===== src/rtl/memory_layer_recall_controller_pkg.sv =====
// memory_layer_recall_controller_pkg: shared handshake/mode enums, recall FSM states and distance width helper.
package memory_layer_recall_controller_pkg;
  typedef enum logic {WAIT = 1'b0, READY = 1'b1} READY_WAIT_T;
  typedef enum logic {LEARNING = 1'b0, RECALL = 1'b1} LEARNING_RECALL_T;
  typedef enum logic {READ = 1'b0, WRITE = 1'b1} RD_WR_T;
  typedef enum logic [2:0] {S_IDLE, S_READY, S_SCAN, S_DRAIN, S_DONE} RECALL_STATE_T;
  function automatic int dist_width(input int dim, input int data_w);
    return data_w + $clog2(dim) + 1;
  endfunction
endpackage


===== src/rtl/memory_layer_recall_controller_manhattan_distance.sv =====
// memory_layer_recall_controller_manhattan_distance: combinational sum of |x_i - w_i| over DIM elements.
module memory_layer_recall_controller_manhattan_distance
  import memory_layer_recall_controller_pkg::*;
#(
  parameter int DIM = 4,
  parameter int DATA_W = 8,
  localparam int DIST_W = dist_width(DIM, DATA_W)
) (
  input  logic [DIM*DATA_W-1:0] x_i,
  input  logic [DIM*DATA_W-1:0] w_i,
  output logic [DIST_W-1:0]     dist_o
);
  logic [DIM-1:0][DATA_W-1:0] ad;
  genvar g;
  for (g = 0; g < DIM; g++) begin : g_abs
    assign ad[g] = x_i[g*DATA_W +: DATA_W] > w_i[g*DATA_W +: DATA_W]
                 ? x_i[g*DATA_W +: DATA_W] - w_i[g*DATA_W +: DATA_W]
                 : w_i[g*DATA_W +: DATA_W] - x_i[g*DATA_W +: DATA_W];
  end
  always_comb begin
    dist_o = '0;
    for (int i = 0; i < DIM; i++) dist_o = dist_o + DIST_W'(ad[i]);
  end
endmodule


===== src/rtl/memory_layer_recall_controller.sv =====
// memory_layer_recall_controller: scans stored nodes with READs only and returns the nearest node
// (Manhattan distance, lowest address on ties) through a held result handshake.
module memory_layer_recall_controller
  import memory_layer_recall_controller_pkg::*;
#(
  parameter int DIM = 4,
  parameter int DATA_W = 8,
  parameter int ADDR_W = 6,
  parameter int CLASS_W = 4,
  localparam int DIST_W = dist_width(DIM, DATA_W)
) (
  input  logic                  clk,
  input  logic                  reset,
  input  LEARNING_RECALL_T      learning_recall,
  input  logic [ADDR_W:0]       node_count,
  input  logic [DIM*DATA_W-1:0] x_in,
  input  logic                  x_valid,
  output READY_WAIT_T           ready_wait,
  output logic                  mem_rd_en,
  output logic [ADDR_W-1:0]     mem_addr,
  output RD_WR_T                RD_WR_c,
  input  logic [DIM*DATA_W-1:0] w_rd_data,
  input  logic [CLASS_W-1:0]    c_rd_data,
  output logic                  result_valid,
  input  logic                  result_ack,
  output logic [CLASS_W-1:0]    class_out,
  output logic [DIST_W-1:0]     dist_out,
  output logic [ADDR_W-1:0]     win_addr,
  output logic                  no_node
);
  localparam logic [ADDR_W:0] MAX_N = {1'b1, {ADDR_W{1'b0}}};
  RECALL_STATE_T         state_q;
  READY_WAIT_T           rw_q;
  logic [DIM*DATA_W-1:0] x_q;
  logic [ADDR_W:0]       cnt_q, idx_q, cnt_in;
  logic                  pend_q, rd_en_q, rv_q, nn_q, upd;
  logic [ADDR_W-1:0]     pend_addr_q, addr_q, min_addr_q, min_addr_d, win_q;
  logic [DIST_W-1:0]     d, min_dist_q, min_dist_d, dist_q;
  logic [CLASS_W-1:0]    min_cls_q, min_cls_d, cls_q;
  memory_layer_recall_controller_manhattan_distance #(.DIM(DIM), .DATA_W(DATA_W)) u_dist (
    .x_i(x_q), .w_i(w_rd_data), .dist_o(d)
  );
  // Read data lags the strobe by one cycle, so the compare tracks the strobe through pend_q.
  assign upd        = pend_q && (d < min_dist_q);
  assign min_dist_d = upd ? d : min_dist_q;
  assign min_cls_d  = upd ? c_rd_data : min_cls_q;
  assign min_addr_d = upd ? pend_addr_q : min_addr_q;
  assign cnt_in     = node_count > MAX_N ? MAX_N : node_count;
  assign ready_wait   = rw_q;
  assign mem_rd_en    = rd_en_q;
  assign mem_addr     = addr_q;
  assign RD_WR_c      = READ;
  assign result_valid = rv_q;
  assign class_out    = cls_q;
  assign dist_out     = dist_q;
  assign win_addr     = win_q;
  assign no_node      = nn_q;
  always_ff @(posedge clk or negedge reset) begin
    if (!reset) begin
      state_q <= S_IDLE;
      rw_q <= WAIT;
      x_q <= '0;
      cnt_q <= '0;
      idx_q <= '0;
      pend_q <= 1'b0;
      pend_addr_q <= '0;
      rd_en_q <= 1'b0;
      addr_q <= '0;
      min_dist_q <= '0;
      min_cls_q <= '0;
      min_addr_q <= '0;
      rv_q <= 1'b0;
      cls_q <= '0;
      dist_q <= '0;
      win_q <= '0;
      nn_q <= 1'b0;
    end else begin
      pend_q <= rd_en_q;
      pend_addr_q <= addr_q;
      min_dist_q <= min_dist_d;
      min_cls_q <= min_cls_d;
      min_addr_q <= min_addr_d;
      case (state_q)
        S_IDLE: if (learning_recall == RECALL) begin
          state_q <= S_READY;
          rw_q <= READY;
        end
        S_READY: if (x_valid) begin
          x_q <= x_in;
          cnt_q <= cnt_in;
          idx_q <= (ADDR_W+1)'(1);
          min_dist_q <= '1;
          nn_q <= 1'b0;
          rw_q <= WAIT;
          if (cnt_in == '0) begin
            state_q <= S_DONE;
            rv_q <= 1'b1;
            nn_q <= 1'b1;
            cls_q <= '0;
            win_q <= '0;
            dist_q <= '1;
          end else begin
            state_q <= S_SCAN;
            rd_en_q <= 1'b1;
            addr_q <= '0;
          end
        end
        S_SCAN: if (idx_q == cnt_q) begin
          rd_en_q <= 1'b0;
          state_q <= S_DRAIN;
        end else begin
          addr_q <= idx_q[ADDR_W-1:0];
          idx_q <= idx_q + (ADDR_W+1)'(1);
        end
        S_DRAIN: begin
          state_q <= S_DONE;
          rv_q <= 1'b1;
          cls_q <= min_cls_d;
          dist_q <= min_dist_d;
          win_q <= min_addr_d;
        end
        S_DONE: if (result_ack) begin
          rv_q <= 1'b0;
          state_q <= S_IDLE;
        end
        default: state_q <= S_IDLE;
      endcase
    end
  end
endmodule


===== config.mk =====
export PLATFORM = sky130hd
export DESIGN_NAME = memory_layer_recall_controller
export DESIGN_NICKNAME = d
export VERILOG_FILES = /design/src/rtl/memory_layer_recall_controller_pkg.sv /design/src/rtl/memory_layer_recall_controller_manhattan_distance.sv /design/src/rtl/memory_layer_recall_controller.sv
export SDC_FILE = /design/constraint.sdc
export NUM_CORES = 1
export LEC_CHECK = 0
export CAP_MARGIN = 20
export CORE_MARGIN = 2
export CORE_UTILIZATION = 35
export DETAILED_ROUTE_END_ITERATION = 10
export MAX_ROUTING_LAYER = met4
export PLACE_DENSITY = 0.67
export SLEW_MARGIN = 20
export SYNTH_ARGS = -nofsm -noshare
export SYNTH_HDL_FRONTEND = slang
export SYNTH_SLANG_ARGS = --single-unit

===== constraint.sdc =====
create_clock -name clk -period 6.4 [get_ports clk]
set_input_delay 1.6 -clock clk [delete_from_list [all_inputs] [get_ports clk]]
set_output_delay 1.6 -clock clk [all_outputs]
set_load 0.02 [all_outputs]

==> flow_summary.json <==
{
  "r2r_end": "class_out[0]",
  "yosysUniqueCellTypes": 58,
  "max_slew.worst_pin.slew_ps": 1110,
  "hp-class": "reg -> reg",
  "yosysTopAreaCell": "dfrtp_1",
  "antenna_cells": 0,
  "synth_fp_nets": 1057,
  "finalCritPeriodShare": 1.11,
  "r2r_start": "x_q[0]",
  "ys_warn_count": 0,
  "drtPass1Iterations": 4,
  "fp.dieW_um": 154,
  "start_kind": "input port",
  "grt_max_degree": 70,
  "violations": "setup timing",
  "via_per_inst": 4.88,
  "h-tree-depth": 3,
  "ff2ff_path_depth": 30,
  "fin_cells": 1405,
  "vias": 6858,
  "synthToLayoutAreaGrowth_pct": 44.1,
  "numCtsBuffers": 9,
  "period_needed_ps": 7100,
  "dieArea_um2": 23900,
  "final_util": 0.509,
  "clkTransAtPathRegs_ps": 80,
  "ys.flop_type": "dfrtp_1",
  "busiest_layer": "met2",
  "cp_common_cell": "buf_12",
  "cts_tree": "done",
  "synth_seq_cells": 108,
  "port_buffers": 110,
  "grt_pass1_wl_mm": 34.1,
  "drt_iter0_drc": 266,
  "gp_routability_congestion": 0.865,
  "cts_sinks": 108,
  "gr-usage-all-layers": 0.182,
  "outcome": "finished with violations",
  "overflow": 0,
  "hold_slack_ps": 438,
  "synth.top_cells.by_area": "dfrtp_1 (34%), ha_1 (14%), inv_1 (5.3%)",
  "initial_utilization": 0.353,
  "slowest_delay_ps": 530,
  "core_um2": 22400,
  "cp-end-kind": "flop",
  "wl_per_cell_um": 14.8,
  "clk_latency_ps": 370,
  "netlist_instances": 873,
  "synth.top_cell.area_share": 0.341,
  "antenna_found_initial": 0,
  "max_freq_mhz": 141,
  "rsz0062_at_grt": "yes",
  "drive_gt1_frac": 0.290,
  "slew_headroom": 0.256,
  "ff2ff_setup_slack_ps": 20,
  "slowest_stage": "fa_1",
  "dp_cells": 1367,
  "worstPathArrival_ps": 7350,
  "worstSetupStartpoint": "w_rd_data[0]",
  "cp_data_required_time_ps": 6650,
  "wl_mm": 20.7,
  "synth-edff-count": 0,
  "synthesis.area_um2": 7920,
  "grt_util_met2": 0.322,
  "detailedPlacementHpwl_mm": 15.5,
  "nNetsFinal": 1299,
  "maxSlewViolCount": 0,
  "crit_fanout": 6,
  "drv_cap": 0,
  "antenna_left": 0,
  "drcViolationCount": 0,
  "hold_violations": 0,
  "grt_pass1_vias": 7044,
  "crit_type": "in -> reg",
  "endpoint": "class_out[0]",
  "syn_avg_cell_area_um2": 9.07,
  "use_met3": 0.0280,
  "setup_viol": 40,
  "finClkSkew_ps": 20.1,
  "row_count": 55,
  "timing.final.ws_setup_ps": -698,
  "ys_seq_area_frac": 0.341,
  "root_buffer": "clkbuf_16",
  "async_flop_share": 1.00,
  "grtUsageMet1": 0.219,
  "ios": 112,
  "clock_path_buffers": 2,
  "die_y_um": 154
}
[worst max-delay path, delay by kind of cell]
| kind | cells | cell delay (ps) |
|---|---|---|
| compound gates | 10 | 1990 |
| xor+xnor | 2 | 310 |
| fa+ha+maj | 6 | 1910 |
| buf+inv | 7 | 670 |
| mux | 2 | 590 |
| simple gates | 3 | 250 |
[cell usage in the layout (no fill, tap or decap), types with 12 or more instances in the layout]
master           instances
buf_6                   12
o21ai_0                 49
a22o_1                  15
mux2i_1                 13
fa_1                    14
a21o_1                  18
nor2_1                  46
ha_1                    61
ha_4                    23
clkdlybuf4s50_1         93
nand2_1                103
dfrtp_1                108
nand4_1                 12
xor2_1                  15
inv_1                   90
buf_4                  146
a21oi_1                 45
inv_2                   20
nand2b_1                14
mux2_2                  17
xnor2_1                 21
[cells in the mapped netlist, types with 3 or more instances]
master    count
buf_4         6
and2_1        6
dfrtp_1     108
o21a_1        4
nor3_1       13
nand2_1     105
o21ai_0      57
a21oi_1      55
nor2b_1      11
a21o_1       18
nor4_1        5
a211o_1       4
xnor2_1      24
clkbuf_1     16
buf_6         5
nor2_1       47
nand2b_1     14
xor2_1       16
mux2i_1      22
o21ai_1       3
ha_1         86
a211oi_1      7
a22o_1       15
nand4_1      12
mux2_2       23
nand3_1       7
a21boi_0      3
fa_1         18
inv_1       111
or3_1         4
a31oi_1       6
[what timing repair did]
| action | CTS | global route |
|---|---|---|
| gates cloned | 1 | 0 |
| pin swaps | 28 | 12 |
| gates resized for setup | 138 | 31 |
| hold buffers | 0 | 0 |
| buffers inserted | 15 | 7 |
| endpoints found under the setup margin | 40 | 40 |
[kinds of logic after synthesis]
family,share of synthesized area
DFF,0.341
adders and majority gates,0.181
muxes,0.0657
xor gates and xnor gates,0.0442
other,0.000473
AOI/OAI and AO/OA,0.161
and+or+nand+nor,0.130
buffers and inverters,0.0760
[sequential cells by signal (all words and copies together) (netlist names)]
name / cells
x_q: 32
dist_out: 11
min_dist_q: 11
cnt_q: 7
idx_q: 7
mem_addr: 6
min_addr_q: 6
pend_addr_q: 6
win_addr: 6
class_out: 4
min_cls_q: 4
state_q: 3
mem_rd_en: 1
no_node: 1
pend_q: 1
ready_wait: 1
result_valid: 1
[per-layer routing]
metal,vias up,wire length (um)
met5,-,0
met4,0,220
met3,17,669
met2,109,10600
met1,3302,9300
li1,3430,-
[layout make-up]
cell class                      count  area [um^2]
Multi-Input combinational cell    622         5310
Fill cell                        2078        11000
Clock inverter                      7         86.3
Tap cell                          285          357
Inverter                          111          424
Sequential cell                   108         2700
Timing Repair Buffer              263         2310
Clock buffer                        9          225
[through the flow]
| step | setup TNS (ps) | worst slack (ps) | cell area [um^2] |
|---|---|---|---|
| 3_5_place_dp | -59830 | -1590 | 10500 |
| 2_1_floorplan | -18550 | -552 | 8220 |
| 3_3_place_gp | -50920 | -1360 | 10500 |
| 5_1_grt | -35630 | -987 | 11400 |
| 4_1_cts | -19120 | -572 | 11200 |
| 6_report | -24610 | -698 | 11400 |
[worst min path at each step]
stage / startpoint / to / slack, ps / cells past startpoint
final: mem_addr[4] / pend_addr_q[4] / 440 / 0
after floorplan: x_q[15] / x_q[15] / 450 / 2
after global routing: mem_addr[4] / pend_addr_q[4] / 460 / 0
after detailed placement: mem_addr[4] / pend_addr_q[4] / 430 / 0
after CTS: mem_addr[4] / pend_addr_q[4] / 450 / 0
after global placement: mem_addr[4] / pend_addr_q[4] / 430 / 0
Power is left out: the tool's default activity adds up to more than one toggle a clock period on the data nets, which glitch-free logic cannot reach.
